==> config.mk <==
export PLATFORM = sky130hd
export DESIGN_NAME = cell_drawer
export DESIGN_NICKNAME = d
export VERILOG_FILES = /design/src/rtl/cell_drawer.sv
export SDC_FILE = /design/constraint.sdc
export NUM_CORES = 1
export LEC_CHECK = 0
export CAP_MARGIN = 40
export CORE_ASPECT_RATIO = 2
export CORE_MARGIN = 5
export CORE_UTILIZATION = 55
export DETAILED_ROUTE_END_ITERATION = 8
export HOLD_SLACK_MARGIN = 0.03
export PLACE_DENSITY = 0.91
export SLEW_MARGIN = 20
export SYNTH_ARGS = -nofsm -noshare
export SYNTH_HDL_FRONTEND = slang
export SYNTH_SLANG_ARGS = --single-unit
==> constraint.sdc <==
create_clock -name clock -period 7.5 [get_ports clock]
set_input_delay 1.125 -clock clock [delete_from_list [all_inputs] [get_ports clock]]
set_output_delay 1.125 -clock clock [all_outputs]
set_load 0.1 [all_outputs]
==> src/rtl/cell_drawer.sv <==
// Draws one grid cell: fetches its colour from BRAM, then plots a WIDTH x WIDTH square.
// Optional macro CELL_BORDER_EN paints the outer ring of each cell with BORDER_COLOUR.
module cell_drawer #(
    parameter int                     WIDTH         = 10,
    parameter int                     SPACING       = 2,
    parameter int                     COLOUR_W      = 3,
    parameter logic [COLOUR_W-1:0]    BORDER_COLOUR = 3'b111
) (
    input  logic                clock,
    input  logic                reset,
    input  logic                start,
    input  logic [10:0]         address,
    output logic [7:0]          mem_rdaddr,
    input  logic [COLOUR_W-1:0] mem_q,
    output logic [10:0]         pixel_x,
    output logic [10:0]         pixel_y,
    output logic [COLOUR_W-1:0] pixel_colour,
    output logic                plot,
    output logic                busy,
    output logic                done
);
    localparam int               CW    = (WIDTH > 1) ? $clog2(WIDTH) : 1;
    localparam logic [CW-1:0]    LAST  = CW'(WIDTH - 1);
    localparam logic [10:0]      PITCH = 11'(WIDTH + SPACING);

    typedef enum logic [2:0] {IDLE, FETCH0, FETCH1, DRAW, DONE} state_t;

    state_t              state_q, state_d;
    logic [3:0]          pos_x_q, pos_x_d, pos_y_q, pos_y_d;
    logic [CW-1:0]       dx_q, dx_d, dy_q, dy_d;
    logic [COLOUR_W-1:0] colour_q, colour_d;
    logic [7:0]          mem_rdaddr_q, mem_rdaddr_d;
    logic [10:0]         pixel_x_q, pixel_x_d, pixel_y_q, pixel_y_d;
    logic [COLOUR_W-1:0] pixel_colour_q, pixel_colour_d;
    logic                plot_q, plot_d, busy_q, busy_d, done_q, done_d;

    logic [10:0]         origin_x, origin_y;
    logic [COLOUR_W-1:0] colour_src;
    logic                is_border;
    logic                unused_addr_hi;

    assign unused_addr_hi = ^address[10:8];
    assign origin_x = 11'(pos_x_q) * PITCH;
    assign origin_y = 11'(pos_y_q) * PITCH;

    always_comb begin
        state_d        = state_q;
        pos_x_d        = pos_x_q;
        pos_y_d        = pos_y_q;
        dx_d           = dx_q;
        dy_d           = dy_q;
        colour_d       = colour_q;
        mem_rdaddr_d   = mem_rdaddr_q;
        pixel_x_d      = pixel_x_q;
        pixel_y_d      = pixel_y_q;
        pixel_colour_d = pixel_colour_q;
        plot_d         = 1'b0;
        done_d         = 1'b0;
        colour_src     = colour_q;
        is_border      = 1'b0;

        case (state_q)
            IDLE: if (start) begin
                state_d      = FETCH0;
                pos_x_d      = address[3:0];
                pos_y_d      = address[7:4];
                mem_rdaddr_d = address[7:0];
            end
            FETCH0: state_d = FETCH1;
            FETCH1: begin
                // BRAM data is valid at the end of FETCH1; the first pixel
                // uses it directly since colour_q is only loaded on this edge.
                state_d    = DRAW;
                colour_d   = mem_q;
                colour_src = mem_q;
                dx_d       = '0;
                dy_d       = '0;
                plot_d     = 1'b1;
            end
            DRAW: begin
                if (dx_q == LAST) begin
                    dx_d = '0;
                    if (dy_q == LAST) begin
                        dy_d    = '0;
                        state_d = DONE;
                        done_d  = 1'b1;
                    end else begin
                        dy_d   = dy_q + 1'b1;
                        plot_d = 1'b1;
                    end
                end else begin
                    dx_d   = dx_q + 1'b1;
                    plot_d = 1'b1;
                end
            end
            DONE:    state_d = IDLE;
            default: state_d = IDLE;
        endcase

        if (plot_d) begin
`ifdef CELL_BORDER_EN
            is_border = (dx_d == '0) || (dx_d == LAST) || (dy_d == '0) || (dy_d == LAST);
`else
            is_border = 1'b0;
`endif
            pixel_x_d      = origin_x + 11'(dx_d);
            pixel_y_d      = origin_y + 11'(dy_d);
            pixel_colour_d = is_border ? BORDER_COLOUR : colour_src;
        end

        busy_d = (state_d != IDLE);
    end

    always_ff @(posedge clock or negedge reset) begin
        if (!reset) begin
            state_q        <= IDLE;
            pos_x_q        <= '0;
            pos_y_q        <= '0;
            dx_q           <= '0;
            dy_q           <= '0;
            colour_q       <= '0;
            mem_rdaddr_q   <= '0;
            pixel_x_q      <= '0;
            pixel_y_q      <= '0;
            pixel_colour_q <= '0;
            plot_q         <= 1'b0;
            busy_q         <= 1'b0;
            done_q         <= 1'b0;
        end else begin
            state_q        <= state_d;
            pos_x_q        <= pos_x_d;
            pos_y_q        <= pos_y_d;
            dx_q           <= dx_d;
            dy_q           <= dy_d;
            colour_q       <= colour_d;
            mem_rdaddr_q   <= mem_rdaddr_d;
            pixel_x_q      <= pixel_x_d;
            pixel_y_q      <= pixel_y_d;
            pixel_colour_q <= pixel_colour_d;
            plot_q         <= plot_d;
            busy_q         <= busy_d;
            done_q         <= done_d;
        end
    end

    assign mem_rdaddr   = mem_rdaddr_q;
    assign pixel_x      = pixel_x_q;
    assign pixel_y      = pixel_y_q;
    assign pixel_colour = pixel_colour_q;
    assign plot         = plot_q;
    assign busy         = busy_q;
    assign done         = done_q;
endmodule

==> summary.txt, run 1 <==
status: complete, no violations
crit-path cells: nor2b_1 -> nand3_1 -> o21ai_0 -> a21o_1 -> ha_1 -> inv_1 -> fa_1 -> nand2b_1 -> nor2_1 -> xnor3_1 -> o21ai_0
crit path kind: flop to flop
Max stage delay on crit path: 510 ps
Top Layer Used: met4
Clock Tree Root: clkbuf_8
Synth Flop Type: dfrtp_1
Die Y: 107 microns
Row Count: 35
I/O Buffers: 45
clk buf depth: 2
max-cap viol count: 0
post-route ant nets: 0
wire per inst: 16.1 microns
HPWL Detailed: 4820 microns
EDFF count, synth: 0
CTS tree: yes
critical path arrival: 3320 ps
Post-Synthesis Cells: 253
antenna violations before repair: 0
FF+latch count, synth: 46
grt ovf: 0
Fin Clk Skew: 8.75 ps
wire length on met3: 222 microns
CTS clk-pin slew, worst paths: 90 ps
Bufs and invs on worst path: 1
DR DRC count: 0
Inserted Clock Buffers: 5
Slew @ Worst Pin: 565 ps
vias: 2131
vias in the first global route: 2310
initial drt markers: 57
nets@finish: 361
Top delay family on crit path: simple AND/OR/NAND/NOR gates
synthesis warning total: 0
met2 routed WL: 3570 microns
die area: 0.00628 sq mm
crit end category: flop
WL met1: 2170 microns
IO Pins: 53
final setup TNS: 0 ps
Synth top area share: 44.3%
Unique masters post-synth: 54
core area: 0.00460 sq mm
ant diodes: 0
pins over their slew limit: 0
post-CTS setup buffers: 0
H-tree levels: 2
post-synth top area cell: dfrtp_1
endpoints failing hold: 0
most frequent cell after synthesis: dfrtp_1
PwrDens: 384 mW/mm^2
largest net degree at the start of global routing: 31
Worst-Skew Late Latency: 300 ps
RePlAce Congestion: 0.896
placed inst area: 0.00356 sq mm
area grow syn2layout: 40.5%
P_leak: 1.66 nW
Pwr Total: 0.00140 W
RSZ-0062 raised after global routing: false
most frequent CP cell: o21ai_0
share of cells above drive strength 1: 18.3%
worst min path class: flop to flop
Synth area leaders: dfrtp_1 (44%), ha_1 (6.7%), nand2_1 (5.1%)
FMAX: 0.321 GHz
mapped cell area: 0.00260 sq mm
first-pass GRT wire length: 10400 microns
WP data required: 7710 ps
Initial Util: 56.5%
Vias per Instance: 5.58
# hold bufs at CTS: 0
slew margin rel.: 62.3%
Commonest cells post-synth: dfrtp_1 (46), nand2_1 (35), o21ai_0 (22)
fin area: 0.00365 sq mm
crit path launch type: flop
register area share after synthesis: 44.3%
final setup fails: 0
drt pass-1 iters: 4
maximum vdd ir drop: 0.317 mV
Max Fanout on Critical Path: 9
GRT Total Usage: 21.3%
final worst path period need: 3120 ps
Die W: 58.6 microns
Tcrit/Tclk final: 41.5%
CTS sink count: 46
cts repair resizes: 0
Routed WL: 6130 microns
slowest CP cell: nor2b_1
syn_area_per_cell: 10.3 sq um
async set-reset flop share out of synthesis: 100%
-- where the power goes --
part           switching [W]  internal (W)  total, W
Clock              0.0000827     0.0000745  0.000157
Sequential         0.0000609      0.000314  0.000375
Combinational       0.000533      0.000335  0.000869
-- worst reg2reg max path, delay by kind of cell (launching register included) --
family	cells	cell delay, ps
buf+inv	1	60
flops	1	470
simple gates	4	1130
compound gates	3	580
xor+xnor	1	230
fa+ha+maj	2	560
-- final cells by class --
| cell class | count | area [sq um] |
|---|---|---|
| sequential | 46 | 1150 |
| clock inverter | 1 | 5.00 |
| inverter | 12 | 45.0 |
| tap | 55 | 68.8 |
| timing repair buffer | 79 | 991 |
| multi-input combinational | 182 | 1300 |
| fill | 279 | 948 |
| clock buffer | 7 | 86.3 |
-- final timing paths --
| check | startpoint | to | slack (ps) | depth (start not counted) |
|---|---|---|---|---|
| setup / recovery | state_q[1] | pixel_x[6] | 4380 | 11 |
| hold / removal | pixel_y[8] | pixel_y[8] | 480 | 2 |
| setup reg to reg | state_q[1] | pixel_x[6] | 4380 | 11 |
| hold reg to reg | pixel_y[8] | pixel_y[8] | 480 | 2 |
| max in group asynchronous | reset | pixel_y[2] | 6250 | 2 |
| min in group asynchronous | reset | pos_y_q[1] | 750 | 1 |
-- stage by stage --
step                      hold WS (ps)  util, %  setup WS, ps  cells
after global routing               506     79.4          4050    382
after global placement             462     65.7          4560    341
after floorplan                    468        -          4800    256
after CTS                          480     79.4          4360    382
final                              478     79.4          4380    382
after detailed placement           461     77.4          4390    374
-- registers in the layout, indices dropped and copies added, names as in the netlist --
| name | cells |
|---|---|
| plot | 1 |
| pixel_y | 9 |
| mem_rdaddr | 1 |
| dy_q | 4 |
| pos_y_q | 4 |
| pixel_colour | 3 |
| pos_x_q | 3 |
| dx_q | 4 |
| colour_q | 3 |
| busy | 1 |
| pixel_x | 9 |
| done | 1 |
| state_q | 3 |
-- cells in the final DEF, fill, tap and decap left out, types with 4 or more instances in the layout --
cell type	Yosys	layout
and3_1	4	4
clkbuf_8	0	6
a21oi_1	6	6
o21ai_0	22	22
xnor2_1	5	5
conb_1	1	4
fa_1	4	4
a21o_1	4	4
inv_1	11	11
a31oi_1	5	5
nand2b_1	4	4
ha_1	14	14
dfrtp_1	46	46
mux2_2	10	10
nor2_1	15	15
clkdlybuf4s50_1	0	44
buf_8	0	29
nand2_1	35	35
-- metal layers --
| layer | up-vias | track usage [%] |
|---|---|---|
| li1 | 1023 | - |
| met1 | 1040 | 22.9 |
| met2 | 50 | 39.3 |
| met3 | 18 | 3.61 |
| met4 | 0 | 9.08 |
| met5 | - | 0 |
-- kinds of logic (layout without fill, tap and decap cells) --
| kind of cell | after synthesis | in the layout | synth area share [%] |
|---|---|---|---|
| simple gates | 83 | 83 | 16.5 |
| compound gates | 56 | 56 | 13.9 |
| flops | 46 | 46 | 44.3 |
| buf+inv | 28 | 99 | 5.97 |
| fa+ha+maj | 18 | 18 | 9.83 |
| mux | 11 | 11 | 4.91 |
| xor+xnor | 10 | 10 | 4.43 |
| other cells | 1 | 4 | 0.144 |
Note: power is estimated with default switching activity, not from simulation.
==> inputs of run 2 (changes only) <==
--- a/config.mk
+++ b/config.mk
@@ -8,10 +8,10 @@
 export CAP_MARGIN = 40
 export CORE_ASPECT_RATIO = 2
 export CORE_MARGIN = 5
-export CORE_UTILIZATION = 55
+export CORE_UTILIZATION = 51
 export DETAILED_ROUTE_END_ITERATION = 8
 export HOLD_SLACK_MARGIN = 0.03
-export PLACE_DENSITY = 0.91
+export PLACE_DENSITY = 0.85
 export SLEW_MARGIN = 20
 export SYNTH_ARGS = -nofsm -noshare
 export SYNTH_HDL_FRONTEND = slang
==> constraint.sdc (replaced) <==
create_clock -name clock -period 3 [get_ports clock]
set_input_delay 0.45 -clock clock [delete_from_list [all_inputs] [get_ports clock]]
set_output_delay 0.45 -clock clock [all_outputs]
set_load 0.1 [all_outputs]
==> summary.txt, run 2 (same netlist as run 1, synthesis figures left out) <==
status: complete, no violations
cts repair resizes: 0
met2 Track Usage GR: 33.6%
FMAX: 0.353 GHz
final worst path period need: 2830 ps
H-tree levels: 2
cell count after placement: 348
Die W: 60.5 microns
DR DRC count: 0
Flop pwr share: 30.5%
post-route ant nets: 0
first-pass GRT wire length: 9360 microns
GRT Max-Usage Layer: met2
drt pass-1 iters: 4
final setup TNS: 0 ps
switching share of power: 51.7%
placed inst area: 0.00299 sq mm
WP data required: 3230 ps
vias: 1982
pins over their slew limit: 0
fin area: 0.00310 sq mm
crit end category: flop
P_leak: 1.47 nW
share of cells above drive strength 1: 22.4%
RePlAce Congestion: 0.854
clock power share: 14.9%
Initial Util: 52.9%
post-CTS setup buffers: 0
I/O Buffers: 45
die area: 0.00671 sq mm
grt ovf: 0
crit path launch type: flop
final core utilization: 63.2%
Net Sw Power: 0.00159 W
IO Pins: 53
Row Count: 36
final setup fails: 0
GRT Total Usage: 18.1%
nets@finish: 333
Routed WL: 5490 microns
# hold bufs at CTS: 0
Tcrit/Tclk final: 94.4%
combinational share of power: 54.6%
core area: 0.00491 sq mm
Worst-Skew Late Latency: 300 ps
most frequent cells in the layout: dfrtp_1 (45), buf_4 (37), nand2_1 (35)
crit path kind: flop to flop
ant diodes: 0
HPWL Detailed: 4250 microns
commonest non-fill, non-tap cell in the layout: dfrtp_1
M1 GR Usage: 18.0%
Inserted Clock Buffers: 5
GR Util met3: 4.66%
PwrDens: 989 mW/mm^2
clk buf depth: 2
Die Y: 111 microns
wire per inst: 15.4 microns
Fillers: 418
maximum vdd ir drop: 0.865 mV
critical path arrival: 3060 ps
Vias per Instance: 5.57
largest net degree at the start of global routing: 34
Fin Clk Skew: 5.52 ps
worst min path class: input pin to async pin
Max Fanout on Critical Path: 8
CTS sink count: 46
CTS clk-pin slew, worst paths: 90 ps
max-cap viol count: 0
vias in the first global route: 2080
RSZ-0062 raised after global routing: false
fin cells: 356
Int Pwr: 0.00148 W
area grow syn2layout: 19.5%
CTS tree: yes
endpoints failing hold: 0
initial drt markers: 38
antenna violations before repair: 0
Clock Tree Root: clkbuf_8
-- run 2: cell count changes in the layout (fill, tap and decap cells not counted), sizes merged --
cell	change
clkinv	+1
clkbuf	-2
clkdlybuf4s50	-32
bufinv	+1
buf	+4
-- run 2: final timing paths --
path	slack [ps]	depth (start not counted)	from	end
min in group clock	490	2	pixel_y[3]	pixel_y[3]
worst max-delay path	170	10	dx_q[0]	pixel_y[7]
max in group asynchronous	2460	2	reset	dx_q[0]
worst min-delay path	40	1	reset	pixel_y[2]
worst min register to register	490	2	pixel_y[3]	pixel_y[3]
worst max register to register	170	10	dx_q[0]	pixel_y[7]
-- run 2: area by class of cell --
cell class | count | area (sq um) | area share (%)
multi-input cells | 182 | 1300 | 42.0
flip-flops and latches | 46 | 1150 | 37.1
repair buffers | 51 | 423 | 13.6
well taps | 57 | 71.3 | 2.30
clock buffers | 5 | 68.8 | 2.22
inverters | 12 | 45.0 | 1.45
clock inverters | 3 | 40.0 | 1.29
-- run 2: power groups by stage --
stage | clock [W] | combinational (W) | sequential [W]
after floorplan | 0 | 0.000527 | 0.00174
after global placement | 0 | 0.00164 | 0.000936
after detailed placement | 0 | 0.00168 | 0.000946
after CTS | 0.000466 | 0.00169 | 0.000935
after global routing | 0.000493 | 0.00177 | 0.000966
final | 0.000457 | 0.00168 | 0.000935
-- run 2: worst max-delay path, stage by stage (launching register included) --
cell and delay [ps]:
dfrtp_2 450, ha_1 260, and4b_2 300, a31o_2 220, a22oi_1 180, o21ai_1 140, ha_1 310, a21o_1 110
nand2_1 110, or4b_1 510, a31oi_1 170
-- run 2: metal layers --
metal | vias up | wire length (microns)
met3 | 6 | 249
li1 | 962 | -
met4 | 0 | 69
met1 | 965 | 1910
met2 | 49 | 3260
met5 | - | 0
-- run 2: stage by stage --
step / setup WS (ps) / hold slack [ps] / total power [W]
2_1_floorplan: 298 / 154 / 0.00227
3_3_place_gp: 178 / 461 / 0.00258
3_5_place_dp: 81.8 / 378 / 0.00263
4_1_cts: 43.5 / 47.6 / 0.00309
5_1_grt: 1.84 / 48.7 / 0.00323
6_report: 168 / 43.4 / 0.00307
